--- src/rtl/bscan_spi_pkg.sv ---
// Shared definitions for the BSCAN SPI loader sequencer.
package bscan_spi_pkg;

    // Width of the command header shifted in on TDI: 32-bit tag plus 16-bit length.
    localparam int HDR_BITS = 48;

    // Tag the host must place in the upper header bits for a transfer to run.
    localparam logic [31:0] DEFAULT_MAGIC = 32'h59A6_59A6;

    // Sequencer states.
    typedef enum logic [2:0] {
        ST_IDLE  = 3'd0,
        ST_HDR   = 3'd1,
        ST_XFER  = 3'd2,
        ST_DRAIN = 3'd3,
        ST_DONE  = 3'd4,
        ST_ERR   = 3'd5
    } state_t;

endpackage

--- src/rtl/bscan_spi_bitcnt.sv ---
// Loadable down-counter shared by the header, flash transfer and drain phases.
// The counter holds the number of shift cycles still to come in the current
// phase; tc flags the cycle on which the last one is being consumed.
module bscan_spi_bitcnt #(
    parameter int W = 17
) (
    input  logic         clk,
    input  logic         rst_n,
    input  logic         clear,
    input  logic         load,
    input  logic [W-1:0] load_val,
    input  logic         dec,
    output logic         tc
);

    localparam logic [W-1:0] ONE = {{(W-1){1'b0}}, 1'b1};

    logic [W-1:0] count;

    // Count register: clear beats load, load beats decrement, never wraps below zero.
    always_ff @(posedge clk or negedge rst_n) begin
        if (!rst_n) begin
            count <= '0;
        end else if (clear) begin
            count <= '0;
        end else if (load) begin
            count <= load_val;
        end else if (dec && (count != '0)) begin
            count <= count - ONE;
        end
    end

    assign tc = (count == ONE);

endmodule

--- src/rtl/bscan_spi_seq.sv ---
// JTAG-to-SPI transfer sequencer: parses the command header from TDI, holds
// flash chip-select low for exactly LEN shift cycles while MISO is written into
// the capture RAM, then replays the captured bits on TDO1.
module bscan_spi_seq
    import bscan_spi_pkg::*;
#(
    parameter logic [31:0] MAGIC  = DEFAULT_MAGIC,
    parameter int          ADDR_W = 14,
    parameter int          LEN_W  = 16
) (
    input  logic              DRCK1,
    input  logic              RESET_N,
    input  logic              TAP_RESET,
    input  logic              SEL1,
    input  logic              SHIFT,
    input  logic              CAPTURE,
    input  logic              UPDATE,
    input  logic              TDI,
    input  logic              MISO,
    input  logic              RAM_DO,
    output logic              CSB,
    output logic              RAM_WE,
    output logic              RAM_DI,
    output logic [ADDR_W-1:0] RAM_WADDR,
    output logic [ADDR_W-1:0] RAM_RADDR,
    output logic              TDO1,
    output logic              BUSY,
    output logic              ERR
);

    localparam int                CNT_W    = LEN_W + 1;
    localparam logic [CNT_W-1:0]  MAX_LEN  = CNT_W'(1) << ADDR_W;
    localparam logic [CNT_W-1:0]  HDR_LOAD = CNT_W'(HDR_BITS - 1);
    localparam logic [ADDR_W-1:0] ADDR_ONE = {{(ADDR_W-1){1'b0}}, 1'b1};

    state_t              state;
    state_t              state_next;

    logic                shift;
    logic                abort;

    logic [HDR_BITS-1:0] hdr;
    logic [HDR_BITS-1:0] hdr_next;
    logic [31:0]         hdr_tag;
    logic [LEN_W-1:0]    hdr_len;
    logic [CNT_W-1:0]    hdr_len_ext;
    logic [CNT_W-1:0]    xfer_len;
    logic                tag_ok;
    logic                len_ok;
    logic                len_nonzero;
    logic                hdr_go;

    logic                csb;
    logic [ADDR_W-1:0]   waddr;
    logic [ADDR_W-1:0]   raddr;

    logic                cnt_clear;
    logic                cnt_load;
    logic                cnt_dec;
    logic [CNT_W-1:0]    cnt_val;
    logic                cnt_tc;

    assign shift = SEL1 & SHIFT;
    assign abort = UPDATE | CAPTURE | TAP_RESET;

    // The decode on the 48th header bit looks at the header as it will be
    // after this shift, so the incoming TDI bit is folded in here.
    assign hdr_next    = {TDI, hdr[HDR_BITS-1:1]};
    assign hdr_tag     = hdr_next[HDR_BITS-1 -: 32];
    assign hdr_len     = hdr_next[LEN_W-1:0];
    assign hdr_len_ext = {1'b0, hdr_len};
    assign xfer_len    = {1'b0, hdr[LEN_W-1:0]};
    assign tag_ok      = (hdr_tag == MAGIC);
    assign len_ok      = (hdr_len_ext <= MAX_LEN);
    assign len_nonzero = |hdr_len;
    assign hdr_go      = tag_ok & len_ok & len_nonzero;

    // One counter serves every phase; it is reloaded at each phase boundary.
    bscan_spi_bitcnt #(
        .W (CNT_W)
    ) u_bitcnt (
        .clk      (DRCK1),
        .rst_n    (RESET_N),
        .clear    (cnt_clear),
        .load     (cnt_load),
        .load_val (cnt_val),
        .dec      (cnt_dec),
        .tc       (cnt_tc)
    );

    // State register.
    always_ff @(posedge DRCK1 or negedge RESET_N) begin
        if (!RESET_N) begin
            state <= ST_IDLE;
        end else begin
            state <= state_next;
        end
    end

    // Next-state decode; an abort request overrides whatever the shift would do.
    always_comb begin
        state_next = state;
        case (state)
            ST_IDLE: begin
                if (shift) begin
                    state_next = ST_HDR;
                end
            end
            ST_HDR: begin
                if (shift && cnt_tc) begin
                    if (!tag_ok || !len_ok) begin
                        state_next = ST_ERR;
                    end else if (!len_nonzero) begin
                        state_next = ST_DONE;
                    end else begin
                        state_next = ST_XFER;
                    end
                end
            end
            ST_XFER: begin
                if (shift && cnt_tc) begin
                    state_next = ST_DRAIN;
                end
            end
            ST_DRAIN: begin
                if (shift && cnt_tc) begin
                    state_next = ST_DONE;
                end
            end
            default: begin
                state_next = state;
            end
        endcase
        if (abort) begin
            state_next = ST_IDLE;
        end
    end

    // Counter control: load the remaining-cycle count on phase entry, step it on shifts.
    always_comb begin
        cnt_clear = abort;
        cnt_load  = 1'b0;
        cnt_dec   = 1'b0;
        cnt_val   = '0;
        if (!abort && shift) begin
            case (state)
                ST_IDLE: begin
                    cnt_load = 1'b1;
                    cnt_val  = HDR_LOAD;
                end
                ST_HDR: begin
                    if (cnt_tc) begin
                        cnt_load = 1'b1;
                        cnt_val  = hdr_len_ext;
                    end else begin
                        cnt_dec = 1'b1;
                    end
                end
                ST_XFER: begin
                    if (cnt_tc) begin
                        cnt_load = 1'b1;
                        cnt_val  = xfer_len;
                    end else begin
                        cnt_dec = 1'b1;
                    end
                end
                ST_DRAIN: begin
                    cnt_dec = 1'b1;
                end
                default: begin
                    cnt_dec = 1'b0;
                end
            endcase
        end
    end

    // Header shift register, chip-select and RAM address pointers.
    always_ff @(posedge DRCK1 or negedge RESET_N) begin
        if (!RESET_N) begin
            hdr   <= '0;
            csb   <= 1'b1;
            waddr <= '0;
            raddr <= '0;
        end else if (abort) begin
            csb   <= 1'b1;
            waddr <= '0;
            raddr <= '0;
        end else if (shift) begin
            case (state)
                ST_IDLE: begin
                    hdr <= hdr_next;
                end
                ST_HDR: begin
                    hdr <= hdr_next;
                    if (cnt_tc && hdr_go) begin
                        csb   <= 1'b0;
                        waddr <= '0;
                    end
                end
                ST_XFER: begin
                    waddr <= waddr + ADDR_ONE;
                    if (cnt_tc) begin
                        csb   <= 1'b1;
                        raddr <= '0;
                    end
                end
                ST_DRAIN: begin
                    raddr <= raddr + ADDR_ONE;
                end
                default: begin
                    hdr <= hdr;
                end
            endcase
        end
    end

    // Output decode. The RAM write is not gated by abort so that a bit
    // shifted on an aborting edge still lands in the RAM.
    assign CSB       = csb;
    assign RAM_WE    = (state == ST_XFER) & SEL1 & SHIFT;
    assign RAM_DI    = MISO;
    assign RAM_WADDR = waddr;
    assign RAM_RADDR = raddr;
    assign TDO1      = (state == ST_DRAIN) ? RAM_DO : 1'b0;
    assign BUSY      = (state == ST_HDR) | (state == ST_XFER) | (state == ST_DRAIN);
    assign ERR       = (state == ST_ERR);

endmodule
--- config.mk ---
export PLATFORM = sky130hd
export DESIGN_NAME = bscan_spi_seq
export DESIGN_NICKNAME = d
export VERILOG_FILES = /design/src/rtl/bscan_spi_pkg.sv /design/src/rtl/bscan_spi_bitcnt.sv /design/src/rtl/bscan_spi_seq.sv
export SDC_FILE = /design/constraint.sdc
export NUM_CORES = 1
export LEC_CHECK = 0
export CAP_MARGIN = 0
export CORE_ASPECT_RATIO = 0.9
export CORE_MARGIN = 3
export CORE_UTILIZATION = 54
export CTS_BUF_LIST = sky130_fd_sc_hd__clkbuf_4 sky130_fd_sc_hd__clkbuf_8
export DETAILED_ROUTE_END_ITERATION = 16
export PLACE_DENSITY = 0.78
export SLEW_MARGIN = 20
export SYNTH_ARGS = -nofsm -noshare
export SYNTH_HDL_FRONTEND = slang
export SYNTH_SLANG_ARGS = --single-unit
--- constraint.sdc ---
create_clock -name DRCK1 -period 2.4 [get_ports DRCK1]
set_input_delay 0.48 -clock DRCK1 [delete_from_list [all_inputs] [get_ports DRCK1]]
set_output_delay 0.48 -clock DRCK1 [all_outputs]
set_load 0.005 [all_outputs]
==> impl_metrics.toml <==
[pwr]
vdd_drop_max_v = 0.000446
power.net_switching_uw = 804
power_leakage_uw = 0.00284
pwr-share-comb_pct = 10.5
netSwitchingFraction_pct = 26.5
p_int_uw = 2240
part_of_the_total_power_dissipated_in_the_clock_network_pct = 34.4
seq_power_share_pct = 55.1
power_per_cell_area_nw_per_um2 = 469

[global_route]
grt.overflow.total = 0
first_global_vias = 4246
antenna_found_initial = 0
track_usage_pct = 24.1
grt_first_pass_wirelength_mm = 20.5
pin_count_of_the_biggest_net_entering_global_routing = 42

[synthesis]
synth_cell_type_count = 60
syn_area_per_cell_um2 = 10.2
yosys_warnings = 0
mappedNetlistArea_um2 = 4980
synth_top_cell_by_area = "dfrtp_1"
synth_top_cell_area_share_pct = 48.2
synth-main-ff-cell = "dfrtp_1"
synth_edf_count = 0
synth_fp_nets = 501
synth_top_cells_by_area = "dfrtp_1 48%, mux2_2 11%, nor2_1 3.0%, o21ai_1 2.9%, nand4_1 2.3%"
yosys-top-cells-count = "96 x dfrtp_1, 47 x mux2_2, 40 x nor2_1"
synth-async-reset-ratio_pct = 100
synth-seq-cells = 97
synth_seq_area_share_pct = 48.8
netlist_instances = 486
synth_most_common_cell = "dfrtp_1"

[placed_design]
buffer_ports.inserted = 41
gp_routability_congestion = 0.909
detailed_place_hpwl_mm = 8.27
numPlacedInstances = 678

[cells_and_area]
insertedDiodeCount = 0
nFillCells = 577
final_cells = 701
finalNetCount = 592
layout-area-overhead-vs-synth_pct = 30.0
layout-drive-gt1-share_pct = 31.8

[timing]
final_hold_viol_count = 0
timing.final.crit_share_pct = 107
setup_total_negative_slack_ns = -3.29
worstMarginPinSlew_ns = 0.572
rsz0062_at_grt = "true"
postLayoutSetupSlackWorst_ns = -0.162
fmax_mhz = 390
timing_max_transition_violations_final = 0
max_slew_margin_vs_limit_pct = 61.6
clock_skew_ns = 0.00673
setup_viol = 40
finalCriticalPeriod_ns = 2.56

[job]
cap_viol_max_count = 0

[routing]
wl_met1_mm = 5.56
drtPass1Iterations = 4
met2_routed_length_mm = 6.14
routed_via_density = 6.24
met3RoutedLength_um = 666
post-route-drc-count = 0
final_antenna_net_count = 0
drt-initial-drc-count = 357
wl_per_cell_um = 18.0
postRouteWirelength_mm = 12.6
top_layer_used = "met4"
vias = 4374

[setup_path]
timing.critical_path.slowest_cell_delay_ns = 0.56
critPathSlowestCell = "or4_4"
path_max_fanout = 7
critical_path.endpoint_type = "flip-flop"
setup.worst_path.class = "reg2reg"
critPathLaunchType = "flip-flop"
crit_path_cell_trace = "or4_4 -> or4_4 -> or3_4 -> o31a_4 -> o21ai_2 -> o31ai_1"
critPathRequiredTime_ns = 2.66
buffers_plus_inverters_on_the_worst_setup_path = 0
reg2reg_slack_ns = -0.16
cpMostUsedCell = "or4_4"
critical_path_arrival_ns = 2.82
critPathTopFamily = "simple AND/OR/NAND/NOR gates"

[die]
core-area_um2 = 8770
floorplan.die_area_um2 = 10400
chipWidth_um = 107
placementRows = 32
chipHeight_um = 97.1
start_util_pct = 56.8
io-pin-count = 44

[cts]
cts_tree = "yes"
cts-root-to-sink-buffers = 2
cts_bufs_inserted = 9
clk_pin_slew_ns = 0.10
ctsHtreeMaxLevel = 3
clk-insertion-delay-late_ns = 0.37
clock_sink_count = 97
ctsRootBufferMaster = "clkbuf_8"

[hold_path]
holdCritPathClass = "in2async"

[outcome]
violations = "negative setup slack"
run_status = "complete, but fails checks"
area by class of cell:
| type | count | area (um2) | share of cell area (%) |
|---|---|---|---|
| flip-flops and latches | 97 | 2430 | 37.5 |
| inverters | 7 | 26.3 | 0.406 |
| multi-input cells | 358 | 2720 | 41.9 |
| repair buffers | 104 | 965 | 14.9 |
| clock inverters | 5 | 45.0 | 0.696 |
| well taps | 119 | 149 | 2.30 |
| clock buffers | 11 | 145 | 2.24 |
logic make-up after synthesis:
family / share of synthesized area [%]
AO/OA/AOI/OAI: 14.6
XOR/XNOR: 2.99
adder cells (fa/ha/maj): 1.46
buffers and inverters: 2.74
flip-flops: 48.8
multiplexers: 10.8
AND/OR/NAND/NOR: 18.6
state kept, by name, summed over array words and instances, names as in the netlist:
register / flops
RAM_WADDR: 14
u_bitcnt.count: 17
RAM_RADDR: 14
CSB: 1
hdr: 48
state: 3
path summary, 6_finish.rpt:
kind | startpoint | cells past startpoint | to
max | u_bitcnt.count[13]$_DFFE_PN0P_ | 6 | RAM_WADDR[9]$_DFFE_PN0P_
min | RESET_N | 1 | RAM_WADDR[11]$_DFFE_PN0P_
max reg2reg | u_bitcnt.count[13]$_DFFE_PN0P_ | 6 | RAM_WADDR[9]$_DFFE_PN0P_
min reg2reg | RAM_WADDR[13]$_DFFE_PN0P_ | 1 | RAM_WADDR[13]$_DFFE_PN0P_
max in group asynchronous | RESET_N | 2 | u_bitcnt.count[5]$_DFFE_PN0P_
min in group DRCK1 | RAM_WADDR[13]$_DFFE_PN0P_ | 1 | RAM_WADDR[13]$_DFFE_PN0P_
worst reg2reg max path: cells and delay by family, from the launching register on:
| family | cells | cell delay [ns] |
|---|---|---|
| AOI/OAI and AO/OA | 3 | 0.64 |
| DFF | 1 | 0.39 |
| and+or+nand+nor | 3 | 1.43 |
placed cells by master, fill, tap and decap left out, types with 4 or more instances in the layout:
master           Yosys  final
a22o_1               4      4
nand4_1             18     18
nand2b_1             7      7
mux2_2              47     47
nor2b_1              4      4
o31ai_1              5      5
or3_1                8      6
nor4_1              11      9
xnor2_1             10     10
o21ai_1             29     26
nand3b_1             5      5
nor2_1              40     33
clkbuf_8             0     10
ha_1                 5      5
nor3_1              12     10
xor2_1               7      7
a21oi_1             10      6
buf_6                1      9
nor2_4               0      5
clkdlybuf4s50_1      0     40
o21ai_2              0     11
dfrtp_1             96     94
o21ai_0             21     11
nor4bb_1             4      4
buf_4                1     51
nand3_1             11     10
nand2_1             27     25
a31oi_1              8      8
and3_1               8      8
a21oi_2              0      4
a22oi_1              9      9
buf_12               0      4
inv_1                7      6
layer usage:
| metal | vias up | GRT usage, % |
|---|---|---|
| li1 | 2005 | - |
| met1 | 2199 | 33.3 |
| met2 | 143 | 38.1 |
| met3 | 27 | 3.99 |
| met4 | 0 | 8.95 |
| met5 | - | 0 |
power by group through the flow:
stage / Combinational (uW) / Sequential [uW] / Clock [uW]
after floorplan: 139 / 1700 / 0
after global placement: 253 / 1710 / 0
after detailed placement: 260 / 1710 / 0
after CTS: 296 / 1670 / 1060
after global routing: 344 / 1680 / 1130
final: 318 / 1680 / 1050
timing repair:
action | CTS | global route
cloned | 2 | 0
pin swaps | 10 | 18
setup buffers | 3 | 2
gates resized for setup | 43 | 39
hold buffers | 0 | 0
endpoints found under the setup margin | 43 | 48
per-stage QoR:
step                      hold slack [ns]  area (um2)  power (uW)  util (%)  setup slack (ns)
after global routing               0.0820        6480        3150      73.9            -0.210
after global placement              0.461        5920        1960      67.5            -0.281
final                              0.0589        6480        3040      73.9            -0.162
after floorplan                     0.184        4990        1840         -            -0.153
after detailed placement            0.468        5920        1970      67.5            -0.299
after CTS                          0.0621        6300        3040      71.9            -0.145
(Power assumes the default switching activity.)
